## src/rtl/ripemd160_pkg.sv

```systemverilog
// Shared constants, schedule tables and round helpers for the RIPEMD-160 line cores.
package ripemd160_pkg;

    typedef enum logic [1:0] {
        StIdle,
        StBusy,
        StDone
    } state_e;

    localparam logic [31:0] IvA = 32'h67452301;
    localparam logic [31:0] IvB = 32'hEFCDAB89;
    localparam logic [31:0] IvC = 32'h98BADCFE;
    localparam logic [31:0] IvD = 32'h10325476;
    localparam logic [31:0] IvE = 32'hC3D2E1F0;

    localparam logic [6:0] LastRound = 7'd79;

    // Schedule tables, one hex digit per round, round 0 is the leftmost digit.
    localparam logic [319:0] RLeft =
        320'h0123456789abcdef_74d1a6f3c0952eb8_3ae49f812706db5c_19ba08c4d37fe562_40597c2ae138b6fd;
    localparam logic [319:0] RRight =
        320'h5e7092b4d6f81a3c_6b370d5aef8c4912_f5137e69b8c2a04d_86413bf05c2d97ae_cfa4158762de039b;
    localparam logic [319:0] SLeft =
        320'hbefc5879bdef6798_768db97f7cf9b7dc_bd67e9dfe8d65c75_bcefef989e56865c_9f5b68dc5cdeb856;
    localparam logic [319:0] SRight =
        320'h899bdff5778beec6_9df7c89b77c76fdb_97fb866ecd5edd75_f58bee6e69c9c5f8_85c9c5e68d65fdbb;

    function automatic logic [3:0] tbl_at(logic [319:0] tbl, logic [6:0] idx);
        logic [8:0] pos;
        pos = 9'd316 - {idx, 2'b00};
        return tbl[pos +: 4];
    endfunction

    function automatic logic [31:0] k_const(logic right, logic [2:0] grp);
        logic [31:0] k;
        if (!right) begin
            case (grp)
                3'd0:    k = 32'h00000000;
                3'd1:    k = 32'h5A827999;
                3'd2:    k = 32'h6ED9EBA1;
                3'd3:    k = 32'h8F1BBCDC;
                default: k = 32'hA953FD4E;
            endcase
        end else begin
            case (grp)
                3'd0:    k = 32'h50A28BE6;
                3'd1:    k = 32'h5C4DD124;
                3'd2:    k = 32'h6D703EF3;
                3'd3:    k = 32'h7A6D76E9;
                default: k = 32'h00000000;
            endcase
        end
        return k;
    endfunction

    // sel 0..4 picks f1..f5.
    function automatic logic [31:0] f(logic [2:0] sel, logic [31:0] x, logic [31:0] y,
                                      logic [31:0] z);
        logic [31:0] r;
        case (sel)
            3'd0:    r = x ^ y ^ z;
            3'd1:    r = (x & y) | (~x & z);
            3'd2:    r = (x | ~y) ^ z;
            3'd3:    r = (x & z) | (y & ~z);
            default: r = x ^ (y | ~z);
        endcase
        return r;
    endfunction

    function automatic logic [31:0] rol(logic [31:0] v, logic [3:0] n);
        logic [63:0] w;
        w = {v, v} << n;
        return w[63:32];
    endfunction

    function automatic logic [31:0] bswap32(logic [31:0] w);
        return {w[7:0], w[15:8], w[23:16], w[31:24]};
    endfunction

endpackage

```

## src/rtl/ripemd160_line_core_round.sv

```systemverilog
// Combinational single RIPEMD-160 round step for one line.
module ripemd160_round
    import ripemd160_pkg::*;
(
    input  logic [31:0] a,
    input  logic [31:0] b,
    input  logic [31:0] c,
    input  logic [31:0] d,
    input  logic [31:0] e,
    input  logic [31:0] x,
    input  logic [31:0] k,
    input  logic [3:0]  s,
    input  logic [2:0]  fsel,
    output logic [31:0] a_nxt,
    output logic [31:0] b_nxt,
    output logic [31:0] c_nxt,
    output logic [31:0] d_nxt,
    output logic [31:0] e_nxt
);

    logic [31:0] sum;
    logic [31:0] t;

    // T = rol(A + f(B,C,D) + X + K, s) + E
    always_comb begin
        sum = a + f(fsel, b, c, d) + x + k;
        t   = rol(sum, s) + e;
    end

    assign a_nxt = e;
    assign b_nxt = t;
    assign c_nxt = b;
    assign d_nxt = rol(c, 4'd10);
    assign e_nxt = d;

endmodule

```

## src/rtl/ripemd160_line_core.sv

```systemverilog
// Iterative RIPEMD-160 compression of one line over a single padded 256-bit digest block.
module ripemd160_line_core
    import ripemd160_pkg::*;
#(
    parameter int unsigned LINE = 0
) (
    input  logic         clk,
    input  logic         rst_n,
    input  logic         i_valid,
    input  logic [511:0] block,
    output logic         o_valid,
    output logic [159:0] ans
);

    localparam logic IsRight = (LINE != 0);

    state_e           state_q, state_d;
    logic [6:0]       cnt_q, cnt_d;
    logic [31:0]      a_q, b_q, c_q, d_q, e_q;
    logic [31:0]      a_d, b_d, c_d, d_d, e_d;
    logic [7:0][31:0] x_q, x_d;
    logic             o_valid_q, o_valid_d;

    logic [7:0][31:0] blk_words;
    logic [3:0]       widx;
    logic [3:0]       shamt;
    logic [2:0]       grp;
    logic [2:0]       fsel;
    logic [31:0]      xw;
    logic [31:0]      kw;
    logic [31:0]      a_rnd, b_rnd, c_rnd, d_rnd, e_rnd;

    // Only the digest half of the block carries data.
    logic unused_block_hi;
    assign unused_block_hi = ^block[511:256];

    // Little-endian word loads of the digest; byte 0 sits at block[255:248].
    for (genvar gi = 0; gi < 8; gi++) begin : g_words
        assign blk_words[gi] = bswap32(block[255 - 32 * gi -: 32]);
    end

    // Schedule lookup and message word for the current round, padding words built in place.
    always_comb begin
        grp   = cnt_q[6:4];
        fsel  = IsRight ? (3'd4 - grp) : grp;
        kw    = k_const(IsRight, grp);
        widx  = IsRight ? tbl_at(RRight, cnt_q) : tbl_at(RLeft, cnt_q);
        shamt = IsRight ? tbl_at(SRight, cnt_q) : tbl_at(SLeft, cnt_q);
        if (!widx[3]) begin
            xw = x_q[widx[2:0]];
        end else if (widx == 4'd8) begin
            xw = 32'h00000080;
        end else if (widx == 4'd14) begin
            xw = 32'h00000100;
        end else begin
            xw = 32'h0;
        end
    end

    ripemd160_round u_round (
        .a     (a_q),
        .b     (b_q),
        .c     (c_q),
        .d     (d_q),
        .e     (e_q),
        .x     (xw),
        .k     (kw),
        .s     (shamt),
        .fsel  (fsel),
        .a_nxt (a_rnd),
        .b_nxt (b_rnd),
        .c_nxt (c_rnd),
        .d_nxt (d_rnd),
        .e_nxt (e_rnd)
    );

    // Next-state: accept a block in idle, one round per busy cycle, done pulse then idle.
    always_comb begin
        state_d   = state_q;
        cnt_d     = cnt_q;
        a_d       = a_q;
        b_d       = b_q;
        c_d       = c_q;
        d_d       = d_q;
        e_d       = e_q;
        x_d       = x_q;
        o_valid_d = 1'b0;
        case (state_q)
            StIdle: begin
                if (i_valid) begin
                    state_d = StBusy;
                    cnt_d   = 7'd0;
                    a_d     = IvA;
                    b_d     = IvB;
                    c_d     = IvC;
                    d_d     = IvD;
                    e_d     = IvE;
                    x_d     = blk_words;
                end
            end
            StBusy: begin
                a_d   = a_rnd;
                b_d   = b_rnd;
                c_d   = c_rnd;
                d_d   = d_rnd;
                e_d   = e_rnd;
                cnt_d = cnt_q + 7'd1;
                if (cnt_q == LastRound) begin
                    state_d = StDone;
                    cnt_d   = 7'd0;
                end
            end
            StDone: begin
                o_valid_d = 1'b1;
                state_d   = StIdle;
            end
            default: state_d = StIdle;
        endcase
    end

    // State and datapath registers; reset clears the result and aborts any run.
    always_ff @(posedge clk or negedge rst_n) begin
        if (!rst_n) begin
            state_q   <= StIdle;
            cnt_q     <= 7'd0;
            a_q       <= 32'h0;
            b_q       <= 32'h0;
            c_q       <= 32'h0;
            d_q       <= 32'h0;
            e_q       <= 32'h0;
            x_q       <= '0;
            o_valid_q <= 1'b0;
        end else begin
            state_q   <= state_d;
            cnt_q     <= cnt_d;
            a_q       <= a_d;
            b_q       <= b_d;
            c_q       <= c_d;
            d_q       <= d_d;
            e_q       <= e_d;
            x_q       <= x_d;
            o_valid_q <= o_valid_d;
        end
    end

    assign o_valid = o_valid_q;
    assign ans     = {a_q, b_q, c_q, d_q, e_q};

endmodule

```

## config.mk

```make
export PLATFORM = sky130hd
export DESIGN_NAME = ripemd160_line_core
export DESIGN_NICKNAME = d
export VERILOG_FILES = /design/src/rtl/ripemd160_pkg.sv /design/src/rtl/ripemd160_line_core_round.sv /design/src/rtl/ripemd160_line_core.sv
export SDC_FILE = /design/constraint.sdc
export NUM_CORES = 1
export LEC_CHECK = 0
export ABC_AREA = 0
export BUFFER_PORTS_ARGS = -buffer_cell sky130_fd_sc_hd__buf_2
export CORE_AREA = 5 5 260 262
export CTS_BUF_LIST = sky130_fd_sc_hd__clkbuf_8
export DETAILED_ROUTE_END_ITERATION = 8
export DIE_AREA = 0 0 265 267
export PLACE_DENSITY_LB_ADDON = 0.05
export SYNTH_ARGS = -nofsm -noshare
export SYNTH_HDL_FRONTEND = slang
export SYNTH_SLANG_ARGS = --single-unit
```

## constraint.sdc

```tcl
create_clock -name clk -period 14.15 [get_ports clk]
set_input_delay 2.1225 -clock clk [delete_from_list [all_inputs] [get_ports clk]]
set_output_delay 2.1225 -clock clk [all_outputs]
set_load 0.01 [all_outputs]
```

Word-level counts from Yosys, hierarchy flattened
Cells that the tools add are included.

Memories: 0. Flip-flop bits (word level): 426. Latch bits: 0. Input port bits: 515. RAM bits: 0. Word-level logic and storage cells: 81. Output and inout port bits: 161. Bits in read-only memories: 0.

$lt $le $gt $ge: 1. Multiplexer cells: 24. Divide/modulo/power cells: 0. Add/sub/neg operators: 6. Shifts and indexed selects: 3. $mul: 0. Bitwise gates (word level): 15. Eq/ne operators: 10. Reduce and logical (&&, ||, !) cells: 6.

Operators by type and width (number): 320-bit by 10-bit variable part select with 4-bit output, first input constant (2); 32-bit case mux with 2 select lines (5); 32-bit case mux with 4 select lines (2); 32-bit 2-to-1 mux (7); 32-bit adder (4); 32-bit AND (4); 32-bit OR (4); 32-bit bitwise XOR (4); 32-bit binary-select mux with 3-bit select (1); 32-bit inverter (3); 64-bit by 4-bit left shift with 64-bit output (1); 9-bit 2-to-1 mux (2); 7-bit 2-to-1 mux (2); 7-bit case mux with 2 select lines (1); 9-bit subtractor, first input constant (1); 4-bit equality test, second input constant (2); 7-bit by 1-bit adder with 7-bit output, second input constant (1); 7-bit equality test, second input constant (1); 3-bit by 2-bit equality test with 1-bit output, second input constant (2); 2-bit AND reduction (3); 3-bit by 4-bit less-than comparator with 1-bit output, second input constant (1); 2-bit 2-to-1 mux (2); 2-bit inequality test, second input constant (2); 2-bit case mux with 2 select lines (1); 7 further kinds (7).

Logic depth before layout (Yosys ltp)
Depth after elaboration: 11. Mapped depth: 49. Gate-level depth less buffers: 43.

Modules after synthesis
A second synthesis with hierarchy kept.

Cell total of the unflattened synthesis: 2520. Area, all modules: 28448.5 µm².

Modules (own cells, without submodules): ripemd160_line_core (area an instance 18691.7 µm², instances 1, sequential area each 10660.2 µm², cells an instance 1281); ripemd160_round (area an instance 9756.9 µm², instances 1, sequential area each 0.0 µm², cells an instance 1239).

Worst setup path before layout
No wires, ideal clock.

Kind: register to register. Start point: register cnt_q[4]. End point: register b_q[30]. Stages on the path, launching flop included: 48. Arrival time: 10.006 ns. Buffers on the path: 8. Data required time: 14.013 ns. Clock period less this slack: 10.143 ns. Library setup time: 0.137 ns. Slack: 4.007 ns. Cell sequence: dfrtp_1 -> buf_6 -> inv_1 -> clkbuf_1 -> ha_1 -> ha_1 -> nor3b_1 -> a21oi_1 -> a21oi_1 -> o21a_1 -> buf_4 -> clkbuf_1 -> clkbuf_1 -> buf_1 -> nand2_1 -> nand3_1 -> o211ai_1 -> a21oi_1 -> [... 12 more ...] -> a221o_1 -> or3_1 -> o21ai_1 -> o21ai_1 -> mux2_2 -> fa_1 -> a21o_1 -> a21o_1 -> a2111oi_0 -> o311a_1 -> a211oi_1 -> o2111ai_1 -> a211oi_1 -> o31ai_1 -> nand2_1 -> a21oi_1 -> xor2_1 -> a21oi_1.

Word-level cells in the longest chain between the ends: 11. Elaborated cells between the ends (all ways): 22. Those cells by class: add/sub: 5; eq/ne: 5; shift: 3; mux: 8; reduce/logical: 1.

RTL lines: from (decl) (RTL line ripemd160_line_core.sv:18) `logic [6:0] cnt_q, cnt_d;`; from (signal assigned) (RTL line ripemd160_line_core.sv:135) `cnt_q <= cnt_d;`; 9-bit subtractor (RTL line ripemd160_pkg.sv:30) `pos = 9'd316 - {idx, 2'b00};`; 320-bit by 10-bit variable part select with 4-bit output (RTL line ripemd160_pkg.sv:31) `return tbl[pos +: 4];`; 4-bit equality test (RTL line ripemd160_line_core.sv:53) `end else if (widx == 4'd14) begin`; 9-bit 2-to-1 mux (RTL line ripemd160_line_core.sv:53); 9-bit 2-to-1 mux (RTL line ripemd160_line_core.sv:51) `end else if (widx == 4'd8) begin`; 32-bit 2-to-1 mux (RTL line ripemd160_line_core.sv:49) `if (!widx[3]) begin`; 32-bit adder (2 in a row) (RTL line ripemd160_line_core_round.sv:26) `sum = a + f(fsel, b, c, d) + x + k;`; 64-bit by 4-bit left shift with 64-bit output * (RTL line ripemd160_pkg.sv:72) `w = {v, v} << n;`; 32-bit adder * (RTL line ripemd160_line_core_round.sv:27) `t = rol(sum, s) + e;`; 32-bit case mux with 2 select lines * (RTL line ripemd160_line_core.sv:88) `case (state_q)`; to (signal assigned) (RTL line ripemd160_line_core.sv:127) `b_q <= 32'h0;`; to (signal assigned) (RTL line ripemd160_line_core.sv:137) `b_q <= b_d;`; to (decl) (RTL line ripemd160_line_core.sv:19) `logic [31:0] a_q, b_q, c_q, d_q, e_q;`.

Mark *: on every way between the ends. The rest lies on a longest branch, timed or not. The select of a mux whose other input is x is not followed. A chain may end at the register's enable or synchronous reset.

Worst setup path after layout
Same ends and word-level chain as after synthesis.

==> flow_metrics.env <==
export IMPL_fin_skew_ps=59.1
export IMPL_syn_area_per_cell_um2=7.74
export IMPL_worstHoldStart="x_q[200]"
export IMPL_synthToLayoutAreaGrowth_pct=15.3
export IMPL_r2r_cells=41
export IMPL_startpoint_type="flop"
export IMPL_worstPathRequired_ps=14680
export IMPL_synth_seq_cells=426
export IMPL_drv_slew=0
export IMPL_critPathMostFrequentCell="a21oi_1"
export IMPL_grt_start_max_net_pins=196
export IMPL_die_h_um=267
export IMPL_fmaxAchievable_ghz=0.0800
export IMPL_n_fill_cell=6649
export IMPL_synth_area_um2=28800
export IMPL_final_setup_tns_ps=0
export IMPL_drt_wl_total_um=114000
export IMPL_cts_root_buf="clkbuf_8"
export IMPL_tightest_slew_ps=1090
export IMPL_hold_buffers=0
export IMPL_fin_crit_ps=12500
export IMPL_core_area_um2=65200
export IMPL_netlist_cell_type_count=77
export IMPL_path_max_fanout=28
export IMPL_grt_pass1_wl_um=169000
export IMPL_clock_path_buffers=3
export IMPL_status="completed"
export IMPL_place_gp_congestion=0.939
export IMPL_ys_warn_count=0
export IMPL_antenna_found_initial=3
export IMPL_final_area_um2=33200
export IMPL_post_cts_buffers=0
export IMPL_cts_tree="yes"
export IMPL_cp_end_kind="flop"
export IMPL_synth_common_cells="nand2_1, dfrtp_1, o21ai_0"
export IMPL_rsz0062_at_grt="no"
export IMPL_synth_area_leader_cell="dfrtp_1"
export IMPL_fin_crit_sh_pct=88.4
export IMPL_finalHoldViolCount=0
export IMPL_regToRegSetupSlack_ps=1650
export IMPL_dieArea_um2=70800
export IMPL_drt_wirelength_per_cell_um=22.9
export IMPL_setup_viol_count_final=0
export IMPL_synth_top_area_share_pct=37.0
export IMPL_r2r_end="b_q[30]"
export IMPL_cts_sinks=426
export IMPL_leakagePower_nw=16.7
export IMPL_dpl_cell_area_um2=31600
export IMPL_synth_edf_count=0
export IMPL_hold_end="x_q[200]"
export IMPL_postCtsResizedCells=0
export IMPL_syn_inst=3723
export IMPL_pin_count=676
export IMPL_synth_ff_type="dfrtp_1"
export IMPL_rows=94
export IMPL_max_stage_delay_ps=1010
export IMPL_portBuffers=419
export IMPL_rr_startpoint="cnt_q[4]"
export IMPL_die_w_um=265
export IMPL_synthTopCellsByArea="dfrtp_1, nand2_1, ha_1, o21ai_0, fa_1"
export IMPL_grt_pass1_vias=26800
export IMPL_clk_latency_ps=720
export IMPL_nets=4716
export IMPL_drive_gt1_share_pct=16.3
export IMPL_critical_path_slowest_cell="dfrtp_1"
export IMPL_dp_hpwl_um=83200
export IMPL_postRouteAntennaNets=0
export IMPL_drtIter0Drc=2936
export IMPL_async_flop_share_pct=100
export IMPL_clkTransAtPathRegs_ps=60
export IMPL_crit_arrival_ps=13030
export IMPL_dr_pass1_iters=6
export IMPL_grt_use_total_pct=31.1
export IMPL_h_tree_depth=3
export IMPL_via_per_inst=5.64
export IMPL_vias=27900
export IMPL_overflow=0
export IMPL_power_density_nw_per_um2=76.3
export IMPL_hp_class="flop to flop"
export IMPL_slew_headroom_pct=26.9
export IMPL_yosysSeqAreaShare_pct=37.0
export IMPL_cap_violations=0
export IMPL_synth_nets=4410
export IMPL_cts_buffers=79
export IMPL_yosysMostFrequentCell="nand2_1"
export IMPL_ir_drop_uv=65.8
export IMPL_start_util_pct=44.2
export IMPL_worstSetupPathType="flop to flop"
export IMPL_worstHoldPathCells=2
export IMPL_drc=0
==> logic make-up (layout without fill, tap and decap cells) <==
kind of cell	Yosys count	in the layout	synth area share [%]
AND/OR/NAND/NOR	1738	1738	24.7
AO/OA/AOI/OAI	788	788	17.6
flip-flops	426	426	37.0
buffers and inverters	422	785	5.72
adder cells (fa/ha/maj)	172	172	9.06
multiplexers	92	92	3.43
XOR/XNOR	85	85	2.58
other	0	1	0
==> placed cells by master (no fill, tap or decap), drive strengths merged, types with 13 or more instances in the layout <==
cell / synthesis / final
a2111oi: 14 / 14
nand3: 69 / 69
a32oi: 14 / 14
a311oi: 53 / 53
a22oi: 20 / 20
nor2b: 22 / 22
nor2: 242 / 242
and2: 13 / 13
inv: 164 / 192
mux2: 34 / 34
o211ai: 46 / 46
a21o: 33 / 33
buf: 46 / 482
o221ai: 20 / 20
o21ai: 276 / 276
o31ai: 13 / 13
o22ai: 31 / 31
a31oi: 21 / 21
a21oi: 148 / 148
xor2: 48 / 48
clkbuf: 211 / 97
ha: 111 / 111
a221oi: 17 / 17
mux2i: 56 / 56
a211oi: 16 / 16
and3: 56 / 56
xnor2: 37 / 37
dfrtp: 426 / 426
nand2: 1236 / 1236
nand2b: 17 / 17
nor3: 22 / 22
nand4: 20 / 20
fa: 61 / 61
==> worst max-delay path, delay by kind of cell, from the launching register on <==
family | cells | cell delay (ps)
xor gates and xnor gates | 1 | 200
buffers and inverters | 4 | 790
DFF | 1 | 1010
and+or+nand+nor | 9 | 1660
AOI/OAI and AO/OA | 21 | 5960
adders and majority gates | 5 | 2320
muxes | 1 | 330
==> layer usage <==
layer / up-vias / GRT usage (%) / share of wire, %
met5: - / 0 / 0.011
met4: 2 / 8.84 / 2.9
met3: 155 / 5.61 / 7.4
met2: 1073 / 49.1 / 45
met1: 13500 / 44.2 / 44
li1: 13200 / - / -
==> report_power, final <==
group / leakage (nW) / switching (W) / total (W) / internal, W
Clock: 0.922 / 0.000584 / 0.00124 / 0.000660
Sequential: 5.58 / 0 / 0.00122 / 0.00122
Combinational: 10.2 / 0.0000454 / 0.0000728 / 0.0000274
==> registers in the layout (all words and copies together) (netlist names) <==
signal   count
x_q        256
a_q         32
b_q         32
c_q         32
d_q         32
e_q         32
cnt_q        7
state_q      2
o_valid      1
==> final cells by class <==
type | instances | area [um2] | area share (%)
Antenna cell | 1 | 2.50 | 0.00753
Timing Repair Buffer | 482 | 2670 | 8.03
Tap cell | 864 | 1080 | 3.25
Multi-Input combinational cell | 2875 | 16600 | 49.9
Inverter | 165 | 619 | 1.86
Clock buffer | 97 | 1340 | 4.02
Sequential cell | 426 | 10700 | 32.1
Clock inverter | 41 | 270 | 0.813
==> worst max-delay path by stage <==
stage	slack [ps]	start	depth (start not counted)	end
6_report	1650	cnt_q[4]	41	b_q[30]
5_1_grt	900	cnt_q[4]	43	b_q[30]
4_1_cts	1750	cnt_q[4]	41	b_q[30]
3_5_place_dp	1850	cnt_q[4]	41	b_q[30]
3_3_place_gp	1810	cnt_q[4]	41	b_q[30]
2_1_floorplan	4010	cnt_q[4]	47	b_q[30]
==> metrics by stage <==
stage | power [W] | util, % | setup slack [ps] | cells | hold WS, ps
6_report | 0.00254 | 51.0 | 1650 | 4951 | 472
5_1_grt | 0.00262 | 51.0 | 899 | 4951 | 482
4_1_cts | 0.00256 | 51.0 | 1750 | 4950 | 475
2_1_floorplan | 0.00124 | - | 4010 | 3723 | 438
3_3_place_gp | 0.00132 | 48.5 | 1810 | 4812 | 453
3_5_place_dp | 0.00131 | 48.5 | 1850 | 4812 | 460
(Power assumes the default switching activity.)
